**config.mk**
```make
export PLATFORM = sky130hd
export DESIGN_NAME = router_mc
export DESIGN_NICKNAME = d
export VERILOG_FILES = /design/src/rtl/router_mc.sv
export SDC_FILE = /design/constraint.sdc
export NUM_CORES = 1
export LEC_CHECK = 0
export ABC_AREA = 1
export ABC_CLOCK_PERIOD_IN_PS = 6150
export CAP_MARGIN = 20
export CORE_UTILIZATION = 48
export DETAILED_ROUTE_END_ITERATION = 10
export PLACE_DENSITY = 0.6
export SLEW_MARGIN = 20
export SYNTH_ARGS = -nofsm -noshare
export SYNTH_HDL_FRONTEND = slang
export SYNTH_SLANG_ARGS = --single-unit
```
**constraint.sdc**
```tcl
create_clock -name clk -period 6.15 [get_ports clk]
set_clock_uncertainty 0.1 [all_clocks]
set_input_delay 0.615 -clock clk [delete_from_list [all_inputs] [get_ports clk]]
set_output_delay 0.615 -clock clk [all_outputs]
set_load 0.01 [all_outputs]
```
**src/rtl/router_mc.sv**
```systemverilog
// router_mc: byte-serial packet router with per-packet buffering and XOR check.
// A packet (DA, LEN, payload, CRC) is stored, verified, then replayed on output
// port DA. Bad packets are dropped and reported on a one-cycle error code.
// Optional feature macro: ROUTER_BCAST_EN (DA = all-ones replays on every port).
module router_mc #(
    parameter int DW        = 8,
    parameter int NUM_PORTS = 4,
    parameter int MAX_LEN   = 64
) (
    input  logic                    clk,
    input  logic                    reset,
    input  logic [DW-1:0]           dut_inp,
    input  logic                    inp_valid,
    output logic [NUM_PORTS*DW-1:0] dut_outp,
    output logic [NUM_PORTS-1:0]    outp_valid,
    output logic                    busy,
    output logic [3:0]              error
);

    localparam int DEPTH = MAX_LEN + 3;
    // Pointers must also hold DEPTH itself (end-of-replay marker).
    localparam int PW    = $clog2(DEPTH + 1);

    typedef enum logic [2:0] {
        S_IDLE, S_LEN, S_PAYLOAD, S_CRC, S_CHECK, S_DRAIN, S_SKIP
    } state_t;

    state_t          state_q, state_d;
    logic [DW-1:0]   da_q, da_d;
    logic [DW-1:0]   len_q, len_d;
    logic [DW-1:0]   cnt_q, cnt_d;
    logic [DW-1:0]   xor_q, xor_d;
    logic [PW-1:0]   wr_ptr_q, wr_ptr_d;
    logic [PW-1:0]   rd_ptr_q, rd_ptr_d;
    logic            busy_q, busy_d;
    logic            valid_q, valid_d;
    logic [3:0]      error_q, error_d;
`ifdef ROUTER_BCAST_EN
    logic            bcast_q, bcast_d;
    logic            da_is_bcast;
`endif

    logic            wr_en;
    logic [PW-1:0]   wr_addr;
    logic [PW-1:0]   rd_addr;
    logic [PW-1:0]   total;
    logic            da_bad;
    logic            len_bad;
    logic [DW-1:0]   rd_data_q;
    logic [DW-1:0]   mem [0:DEPTH-1];

    assign total   = PW'(len_q) + PW'(3);
    assign len_bad = (dut_inp == '0) || (32'(dut_inp) > 32'(MAX_LEN));
`ifdef ROUTER_BCAST_EN
    assign da_is_bcast = (dut_inp == {DW{1'b1}});
    assign da_bad      = !da_is_bcast && (32'(dut_inp) >= 32'(NUM_PORTS));
`else
    assign da_bad      = (32'(dut_inp) >= 32'(NUM_PORTS));
`endif

    // Packet buffer: synchronous write of accepted bytes, registered replay read.
    always_ff @(posedge clk) begin
        if (wr_en) begin
            mem[wr_addr] <= dut_inp;
        end
        rd_data_q <= mem[rd_addr];
    end

    // Next-state, buffer control and error code for the receive/check/replay FSM.
    always_comb begin
        state_d  = state_q;
        da_d     = da_q;
        len_d    = len_q;
        cnt_d    = cnt_q;
        xor_d    = xor_q;
        wr_ptr_d = wr_ptr_q;
        rd_ptr_d = rd_ptr_q;
        busy_d   = busy_q;
        valid_d  = valid_q;
        error_d  = 4'd0;
        wr_en    = 1'b0;
        wr_addr  = wr_ptr_q;
        rd_addr  = '0;
`ifdef ROUTER_BCAST_EN
        bcast_d  = bcast_q;
`endif
        case (state_q)
            S_IDLE: begin
                wr_addr = '0;
                if (inp_valid) begin
                    wr_en    = 1'b1;
                    wr_ptr_d = PW'(1);
                    xor_d    = dut_inp;
                    da_d     = dut_inp;
`ifdef ROUTER_BCAST_EN
                    bcast_d  = da_is_bcast;
`endif
                    if (da_bad) begin
                        error_d = 4'd2;
                        state_d = S_SKIP;
                    end else begin
                        state_d = S_LEN;
                    end
                end
            end
            S_LEN: begin
                if (!inp_valid) begin
                    error_d = 4'd5;
                    state_d = S_IDLE;
                end else begin
                    wr_en    = 1'b1;
                    wr_ptr_d = wr_ptr_q + PW'(1);
                    xor_d    = xor_q ^ dut_inp;
                    len_d    = dut_inp;
                    cnt_d    = dut_inp;
                    if (len_bad) begin
                        error_d = 4'd3;
                        state_d = S_SKIP;
                    end else begin
                        state_d = S_PAYLOAD;
                    end
                end
            end
            S_PAYLOAD: begin
                if (!inp_valid) begin
                    error_d = 4'd5;
                    state_d = S_IDLE;
                end else begin
                    wr_en    = 1'b1;
                    wr_ptr_d = wr_ptr_q + PW'(1);
                    xor_d    = xor_q ^ dut_inp;
                    cnt_d    = cnt_q - DW'(1);
                    if (cnt_q == DW'(1)) begin
                        state_d = S_CRC;
                    end
                end
            end
            S_CRC: begin
                if (!inp_valid) begin
                    error_d = 4'd5;
                    state_d = S_IDLE;
                end else begin
                    wr_en   = 1'b1;
                    xor_d   = xor_q ^ dut_inp;
                    busy_d  = 1'b1;
                    state_d = S_CHECK;
                end
            end
            S_CHECK: begin
                // The CRC byte is folded in, so a good packet leaves a zero residue.
                if (xor_q != '0) begin
                    error_d = 4'd1;
                    busy_d  = 1'b0;
                    state_d = S_IDLE;
                end else begin
                    rd_addr  = '0;
                    rd_ptr_d = PW'(1);
                    valid_d  = 1'b1;
                    state_d  = S_DRAIN;
                end
            end
            S_DRAIN: begin
                if (rd_ptr_q == total) begin
                    valid_d = 1'b0;
                    busy_d  = 1'b0;
                    state_d = S_IDLE;
                end else begin
                    rd_addr  = rd_ptr_q;
                    rd_ptr_d = rd_ptr_q + PW'(1);
                end
            end
            S_SKIP: begin
                if (!inp_valid) begin
                    state_d = S_IDLE;
                end
            end
            default: begin
                state_d = S_IDLE;
            end
        endcase
        // A refused byte is only reported when no CHECK error claims the cycle.
        if (busy_q && inp_valid && (error_d == 4'd0)) begin
            error_d = 4'd4;
        end
    end

    // State and control registers with asynchronous active-low reset.
    always_ff @(posedge clk or negedge reset) begin
        if (!reset) begin
            state_q  <= S_IDLE;
            da_q     <= '0;
            len_q    <= '0;
            cnt_q    <= '0;
            xor_q    <= '0;
            wr_ptr_q <= '0;
            rd_ptr_q <= '0;
            busy_q   <= 1'b0;
            valid_q  <= 1'b0;
            error_q  <= 4'd0;
`ifdef ROUTER_BCAST_EN
            bcast_q  <= 1'b0;
`endif
        end else begin
            state_q  <= state_d;
            da_q     <= da_d;
            len_q    <= len_d;
            cnt_q    <= cnt_d;
            xor_q    <= xor_d;
            wr_ptr_q <= wr_ptr_d;
            rd_ptr_q <= rd_ptr_d;
            busy_q   <= busy_d;
            valid_q  <= valid_d;
            error_q  <= error_d;
`ifdef ROUTER_BCAST_EN
            bcast_q  <= bcast_d;
`endif
        end
    end

    assign busy  = busy_q;
    assign error = error_q;

    // Per-port steering: only the addressed port sees data, idle ports read zero.
    genvar gi;
    generate
        for (gi = 0; gi < NUM_PORTS; gi++) begin : g_port
`ifdef ROUTER_BCAST_EN
            assign outp_valid[gi] = valid_q && (bcast_q || (da_q == DW'(gi)));
`else
            assign outp_valid[gi] = valid_q && (da_q == DW'(gi));
`endif
            assign dut_outp[gi*DW +: DW] = outp_valid[gi] ? rd_data_q : '0;
        end
    endgenerate

endmodule
```
Yosys cells after proc, flatten, opt, wreduce, memory -nomap -nowiden
Memory sizes are Yosys's and may differ from the RTL's. A register that Yosys moved wholly into a read port is not among the register bits.
Cells that the tools add are included.
Storage, ports and cells
  register bits: 54
  bits in writable memories: 536
  bits of input ports: 11
  output and inout bits: 41
  logic and storage cells: 118
  memories: 1
Operators by class
  $add $sub $neg: 4
  magnitude comparators: 2
  equal/unequal tests: 23
  muxes and demuxes: 47
  bitwise logic cells: 1
  reduce and logical (&&, ||, !) cells: 30
Memory list
  mem: depth 67, bits a word 8, rd ports 1, clocked after memory_dff 1, wr ports 1, line 50  | logic [DW-1:0] mem [0:DEPTH-1];
Operators with widths (count)
  $mux W8: 7
  $mux W7: 7
  $mux W3: 12
  $pmux W8 S2: 2
  $pmux W7 S2: 2
  $pmux W3 S7: 1
  $ne A2 B2 Y1 const B: 9
  $eq A8 B1 Y1 const B: 2
  $eq A8 B2 Y1 const B: 2
  $logic_not A8 Y1: 2
  $reduce_and A3 Y1: 5
  $add A7 B1 Y7 const B: 2
  $pmux W3 S4: 1
  $eq A3 B3 Y1 const B: 3
  $mux W1: 9
  $ge A8 B3 Y1 const B: 1
  $gt A8 B7 Y1 const B: 1
  $reduce_and A4 Y1: 2
  $reduce_bool A2 Y1: 4
  $reduce_bool A8 Y1: 1
  $sub A8 B1 Y8 const B: 1
  $xor A8 B8 Y8: 1
  $add A7 B2 Y7 const B: 1
  $eq A7 B7 Y1: 1
  other kinds (17): 28

Depth between registers and ports, before layout
Gate-level depths: netlist of run 1.
  depth after elaboration: 8
  depth in mapped cells: 24
  depth with buffers taken out: 23

Worst setup path before layout of run 1
Ideal clock, no wire load.
  path type: register to register
  from: reg state_q[0]
  to: mem mem[24][0], enable pin
  setup time: 0.370 ns
  arrival: 1.992 ns
  required time: 5.680 ns
  path slack: 3.688 ns
  stages on the path, launching flop included: 8
  clock period less this slack: 2.462 ns
  cell sequence: dfrtp_1 nor2_1 inv_1 nor2_1 inv_1 o21ai_0 nand3_1 nor2_1
Between the ends
  cells in the longest elaborated chain, start to end: 5
Ends and longest elaborated chain
  from (decl): line 28  | state_t state_q, state_d;
  from (signal assigned): line 204  | state_q <= state_d;
  $eq A3 B2 Y1, or another cell as far along: line 87  | case (state_q)
  $reduce_or A4 Y1 (no line)
  $mux W1
  $mux W1: line 63  | if (wr_en) begin
  $mux W1 (implied by the code): line 64  | mem[wr_addr] <= dut_inp;
  to (decl): line 50
Parallel ways exist; a longest one is shown, timed or not.

Worst setup path after layout of run 1
  from: reg rd_ptr_q[0]
  to: reg rd_data_q[7], read port of mem
Between the ends
  cells in the longest elaborated chain, start to end: 3
Ends and longest elaborated chain
  from (decl): line 34  | logic [PW-1:0] rd_ptr_q, rd_ptr_d;
  from (signal assigned): line 210  | rd_ptr_q <= rd_ptr_d;
  $eq A7 B7 Y1: line 163  | if (rd_ptr_q == total) begin
  $mux W7 (*): line 163
  $mux W7 (*)
  to (decl): line 49  | logic [DW-1:0] rd_data_q;
Mark *: on every way between the ends. The rest lies on a longest branch, timed or not.
A chain may end at the register's enable or synchronous reset.

==> results.md, run 1 <==
- Synth Area per Inst: 10.0 um^2
- Pin count of the biggest net entering global routing: 137
- Remaining routing DRC violations: 0
- Setup repair after global routing missed its margin: false
- Number of antenna-violating nets in the routed design: 0
- Leading cell types by total area after synthesis: edfxtp_1, nand3_1, inv_1, nand2_1, dfrtp_1
- Sinks on the clock net: between 500 and 600
- Depth of the CTS H-tree: 3
- Startpoint type of the worst setup path: flip-flop
- Global-route total usage across every layer: 27.2%
- Most frequent cells in the layout: edfxtp_1, inv_1, nand3_1, nand2_1, nor2_1
- Initial antenna violation count: 1
- CP arrival: 4930 ps
- Starting DRC count in detailed routing: 2085
- Post-CTS setup repair buffer count: 0
- Routed vias: 20.0k
- TritonCTS clock tree: yes
- CTS Hold Buffers Added: 0
- Endpoints failing hold: 0
- Filler cells: approximately 5.0k
- Die span in y: 241 um
- Effective utilization at floorplan: 48.7%
- Standby leakage power: 0.0124 uW
- Post-layout power: about 11000 uW
- Slack of the critical path: between 1500 and 2000 ps
- Drt total wl: a little under 80000 um
- Worst Setup End Kind: flip-flop
- Crit path max fanout: between 90 and 100
- Worst-Skew Late Latency: 600 ps
- Number of nets in the finished design: 2750
- Syn nets: around 2.8k
- Number of library cell types mapped by synthesis: 35
- Top cell type's share of synthesized area: 58.5%
- Most common library cell in the layout ignoring fill and taps: edfxtp_1
- Clock period minus final worst setup slack: 4530 ps
- Width of the die: 241 um
- Number of buffers created by CTS: 66
- Placed inst area: 0.0283 mm^2
- Flops & latches, synth: 597
- Req. time, crit path: about 6500 ps
- Via density: 5.66
- Count of warnings emitted by yosys: 0
- Cell chosen for the clock root: clkbuf_16
- Minimum hold slack: 28.2 ps
- Area growth syn-to-layout: 10.0%
- Final instance area: 0.0303 mm^2
- Post-CTS clock slew at the launch and capture registers of the worst setup and hold paths: approximately 60 ps
- Max Cap Viol: 0
- Global route overflow: 0
- Layout cell share with drive strength beyond 1: 5.97%
- Netlist Area Pre-Place: 0.0275 mm^2
- Post-CTS Resized: 0
- Cell type contributing the most total cell area after synthesis: edfxtp_1
- Cells after Synth: ~2.7k
- Total power per unit cell area: 360 mW/mm^2
- Part of the Yosys area used for sequential elements: 63.9%
- Total half-perimeter wirelength after legalization and detailed placement: approximately 46000 um
- Run status: complete, no violations
- Transition time at the pin with the least slew margin: 1210 ps
- Placement row count: 87
- First-pass GRT wire length: 118000 um
- IO Port Bufs: 50
- Worst vdd rail ir drop: 0.217 mV
- Worst-case setup slack after placement: 1670 ps
- Number of global-route vias before repair: approximately 19k
- Max Slew Vio Count: 0
- Sequential standard cell area: roughly 0.018 mm^2
- Number of top-level pins: between 50 and 60
- Kind of path behind the tightest hold check: in2async
- Final estimated routing congestion in global placement: 0.928
- Antenna Cells: 0
- Final setup violation count: 0
- Multi-input gate area in the final layout: ~0.0072 mm^2
- Max Root-Sink Buffers: 3
- Detailed Routing Iterations Pass 1: 5
- Area of the placeable core: 0.0565 mm^2
- Max-slew headroom at the worst pin: roughly a fifth
- Crit Path Class: reg2reg
- Wirelength per Cell: 21.9 um
- Fmax: 221 MHz
- Setup TNS: 0 ps
- Fin crit share: 73.7%
- Die Area: 0.0583 mm^2
==> synth_stat cells (all sizes together) <==
library cell and instances:
nand2 379, xor2 11, dfrtp 53, o211ai 9
xnor2 2, a31oi 2, nor2 240, inv 501
nand3 477, nor3 18, clkbuf 53, edfxtp 536
dfxtp 8, o32ai 1, nand4 212, a21oi 19
ha 5, conb 1, o22ai 1, o21ai 80
a32oi 1, buf 109, nor4 4, or2 26
==> state kept, by name, indices dropped and copies added (netlist names) <==
name / count
mem: 536
valid_q: 1
len_q: 7
wr_ptr_q: 7
rd_ptr_q: 7
cnt_q: 8
da_q: 8
rd_data_q: 8
error: 3
xor_q: 8
busy: 1
state_q: 3
==> metal layers <==
layer	vias to the layer above	GRT usage, %	part of all wire, %
met2	837	43.1	47
met1	9765	37.3	42
met5	-	0	0
met3	155	5.08	7.9
met4	0	10.2	3.6
li1	9251	-	-
==> stage by stage <==
stage | cells | util, %
after global placement | 3422 | 50.1
after global routing | 3538 | 53.6
final | 3538 | 53.6
after detailed placement | 3422 | 50.1
after CTS | 3538 | 53.6
after floorplan | 2748 | -
==> logic make-up (layout without fill, tap and decap cells) <==
group           after synthesis  after routing  synth area share, %
fa+ha+maj                     5              5                0.227
simple gates               1356           1356                 23.1
flops                       597            597                 63.9
other cells                   1              1               0.0136
xor+xnor                     13             13                0.414
buf+inv                     663            697                 10.1
compound gates              113            113                 2.22
==> worst paths after layout <==
| path | start | to | slack [ps] | cells past startpoint |
|---|---|---|---|---|
| setup / recovery | rd_ptr_q[0] | rd_data_q[7] | 1620 | 18 |
| hold / removal | reset | cnt_q[5] | 30 | 2 |
| setup reg to reg | rd_ptr_q[0] | rd_data_q[7] | 1620 | 18 |
| hold reg to reg | cnt_q[7] | cnt_q[7] | 390 | 2 |
| max in group asynchronous | reset | rd_ptr_q[0] | 5400 | 2 |
| min in group clk | dut_inp[0] | cnt_q[0] | 210 | 3 |
==> layout make-up <==
type                            count  share of cell area, %
Clock buffer                       94                   6.18
Clock inverter                     22                  0.339
Inverter                          501                   6.21
Tap cell                          756                   3.12
Sequential cell                   597                   58.0
Timing Repair Buffer               80                   2.39
Multi-Input combinational cell   1488                   23.7
==> critical path, stage by stage (launching register included) <==
cell	delay, ps
dfrtp_4	1050
nand2_1	120
nand2_1	90
nand2_1	50
nor2_1	90
nand2_1	70
nor2_2	190
nand2_8	350
nand3_4	460
buf_4	650
nand2_1	130
nand3_1	110
nand3_1	140
nand3_1	240
nand3_1	130
nand3_1	100
nand2_1	60
nand2_1	60
nand2_1	60
==> report_power, final <==
part | internal (uW) | switching (uW) | leakage (uW)
combinational | 680 | 1730 | 0.00586
sequential | 4620 | 214 | 0.00555
clock | 2110 | 1560 | 0.000965
Power figures use the tool's default switching activity.
==> run 2, diff against run 1 <==
--- a/config.mk
+++ b/config.mk
@@ -6,11 +6,11 @@
 export NUM_CORES = 1
 export LEC_CHECK = 0
 export ABC_AREA = 1
-export ABC_CLOCK_PERIOD_IN_PS = 6150
+export ABC_CLOCK_PERIOD_IN_PS = 3800
 export CAP_MARGIN = 20
 export CORE_UTILIZATION = 48
 export DETAILED_ROUTE_END_ITERATION = 10
-export PLACE_DENSITY = 0.6
+export PLACE_DENSITY = 0.62
 export SLEW_MARGIN = 20
 export SYNTH_ARGS = -nofsm -noshare
 export SYNTH_HDL_FRONTEND = slang
==> constraint.sdc (replaced) <==
create_clock -name clk -period 3.8 [get_ports clk]
set_clock_uncertainty 0.1 [all_clocks]
set_input_delay 0.38 -clock clk [delete_from_list [all_inputs] [get_ports clk]]
set_output_delay 0.38 -clock clk [all_outputs]
set_load 0.01 [all_outputs]
==> results.md, run 2 (synthesized netlist as in run 1, its figures left out) <==
- Cells on worst reg2reg path: 19
- Worst Hold Depth: 3
- Number of antenna-violating nets in the routed design: 0
- Post-placement cell count: 3476
- Global route overflow: 0
- Worst Setup End Kind: flip-flop
- Crit Path Class: reg2reg
- Number of global-route vias before repair: about 19k
- Launch point of the worst hold path: dut_inp[6]
- Net switching share of the total power: 32.2%
- Remaining routing DRC violations: 0
- Number of flip-flops in the largest register: approximately 540
- Req. time, crit path: ~4200 ps
- Effective utilization at floorplan: approximately half
- Drt total wl: 74900 um
- Most frequent cells in the layout: edfxtp_1, inv_1, nand3_1, nand2_1, nor2_1
- Fmax: 284 MHz
- Sequential fraction of design power: 43.5%
- Count of non-filler cells in the finished layout: roughly 3.6k
- Max Root-Sink Buffers: 3
- Wirelength per Cell: 20.8 um
- Via density: 5.56
- Endpoints failing hold: 0
- Sinks on the clock net: about 600
- Max Slew Vio Count: 0
- Worst-Skew Late Latency: 640 ps
- First-pass GRT wire length: 114000 um
- Total power per unit cell area: between 500 and 600 mW/mm^2
- TritonCTS clock tree: yes
- Capture instance of the worst register-to-register path: rd_data_q[4]
- Area growth syn-to-layout: 11.8%
- Die Area: 0.0583 mm^2
- Placement row count: 87
- Number of nets in the finished design: 2800
- Number of top-level pins: 52
- Sink of the worst hold path: len_q[6]
- Top register by number of flip-flops: mem
- Depth of the CTS H-tree: 2
- Number of buffers created by CTS: ~60
- Final core utilization: around 54%
- Most common library cell in the layout ignoring fill and taps: edfxtp_1
- Worst vdd rail ir drop: approximately 0.42 mV
- CP arrival: 3940 ps
- Die span in y: 241 um
- Fin crit share: roughly 93%
- Post-CTS clock slew at the launch and capture registers of the worst setup and hold paths: about 60 ps
- Max Cap Viol: 0
- Cell-internal power: 12100 uW
- Crit path max fanout: 83
- Slack of the critical path: 284 ps
- Layout cell share with drive strength beyond 1: 7.86%
- Global-route total usage across every layer: around a quarter
- Kind of path behind the tightest hold check: in2reg
- Detailed Routing Iterations Pass 1: 6
- Width of the die: ~240 um
- Area of the placeable core: between 0.05 and 0.06 mm^2
- Standby leakage power: 0.0127 uW
- IO Port Bufs: 50
- Final setup violation count: 0
- Setup TNS: 0 ps
- Run status: complete, no violations
- Starting DRC count in detailed routing: around 2.3k
- Setup repair after global routing missed its margin: false
- Startpoint type of the worst setup path: flip-flop
- Routed vias: between 15k and 20k
- Post-layout power: 17800 uW
- Clock period minus final worst setup slack: 3520 ps
- Startpoint of the worst register-to-register path: len_q[0]
- Switching power of the nets: ~5700 uW
- Cell chosen for the clock root: clkbuf_16
- Clock power share: 33.6%
- Transition time at the pin with the least slew margin: 1110 ps
- Total half-perimeter wirelength after legalization and detailed placement: 45000 um
- Worst-case setup slack after placement: between 200 and 300 ps
- Combinational Power Share: 22.9%
- Initial antenna violation count: 2
- Pin count of the biggest net entering global routing: 137
- Reg2Reg Setup Slack: ~280 ps
- Final estimated routing congestion in global placement: 0.912
- Max-slew headroom at the worst pin: around a quarter
[run 2: cell types whose count changed in the layout (fill, tap and decap cells not counted), moves of 2 or more]
cell / change
clkbuf_8: +3
clkinvlp_4: +2
clkbuf_16: -9
buf_12: +6
clkbuf_1: -4
bufinv_16: +5
buf_4: +48
[run 2: worst max-delay path by stage]
stage | from | to | slack, ps | cells after the start
floorplan | state_q[0] | mem[24][0] | 1340 | 7
global placement | len_q[0] | rd_data_q[4] | 310 | 20
detailed placement | len_q[0] | rd_data_q[4] | 290 | 20
CTS | len_q[0] | rd_data_q[4] | 250 | 20
global route | len_q[0] | rd_data_q[1] | 30 | 19
finish | len_q[0] | rd_data_q[4] | 280 | 19
[run 2: timing repair]
| action | CTS | global route |
|---|---|---|
| setup buffers | 0 | 0 |
| hold buffers | 1 | 0 |
| hold endpoints to repair | 30 | 0 |
| setup endpoints to repair | 0 | 2 |
| gates resized for setup | 0 | 2 |
[run 2: power groups by stage]
stage          logic, uW  registers, uW  clock network [uW]
6_report            4080           7740                5970
5_1_grt             4490           7770                6280
4_1_cts             4050           7740                6050
3_5_place_dp        4040           7870                   0
3_3_place_gp        3990           7860                   0
2_1_floorplan       2820           7760                   0
[run 2: area by class of cell]
type	instances	area (um^2)
fill	4905	25700
sequential	597	17600
multi-input combinational	1488	7180
inverter	501	1880
clock buffer	84	1670
timing repair buffer	135	1210
tap	756	946
clock inverter	31	304
antenna	1	2.50
[run 2: routing by layer]
metal,GRT usage [%],vias to the layer above,wire length (um)
met5,0,-,0
met4,10.8,0,2890
met2,40.6,899,34400
li1,-,9354,-
met1,36.5,9578,31200
met3,3.93,161,6420
[run 2: critical path, cell delays in order, from the launching register on]
cell and delay, ps:
dfrtp_1 400, inv_1 90, ha_1 240, nor2_2 130, nand2_1 90, nand2_1 70
nand2_1 50, nand2_1 50, nor2_1 90, nand2_8 150, buf_4 690, nand4_1 190
nand3_1 180, nand3_1 100, nand3_1 160, nand3_1 190, nand3_1 120, nand2_1 90
nand2_1 70, nand2_1 70
[run 2: metrics by stage]
stage | cell area, um^2 | hold slack, ps
floorplan | 27500 | -15.6
global placement | 28800 | 369
detailed placement | 28800 | 378
CTS | 30800 | 140
global route | 30800 | 159
finish | 30800 | 180
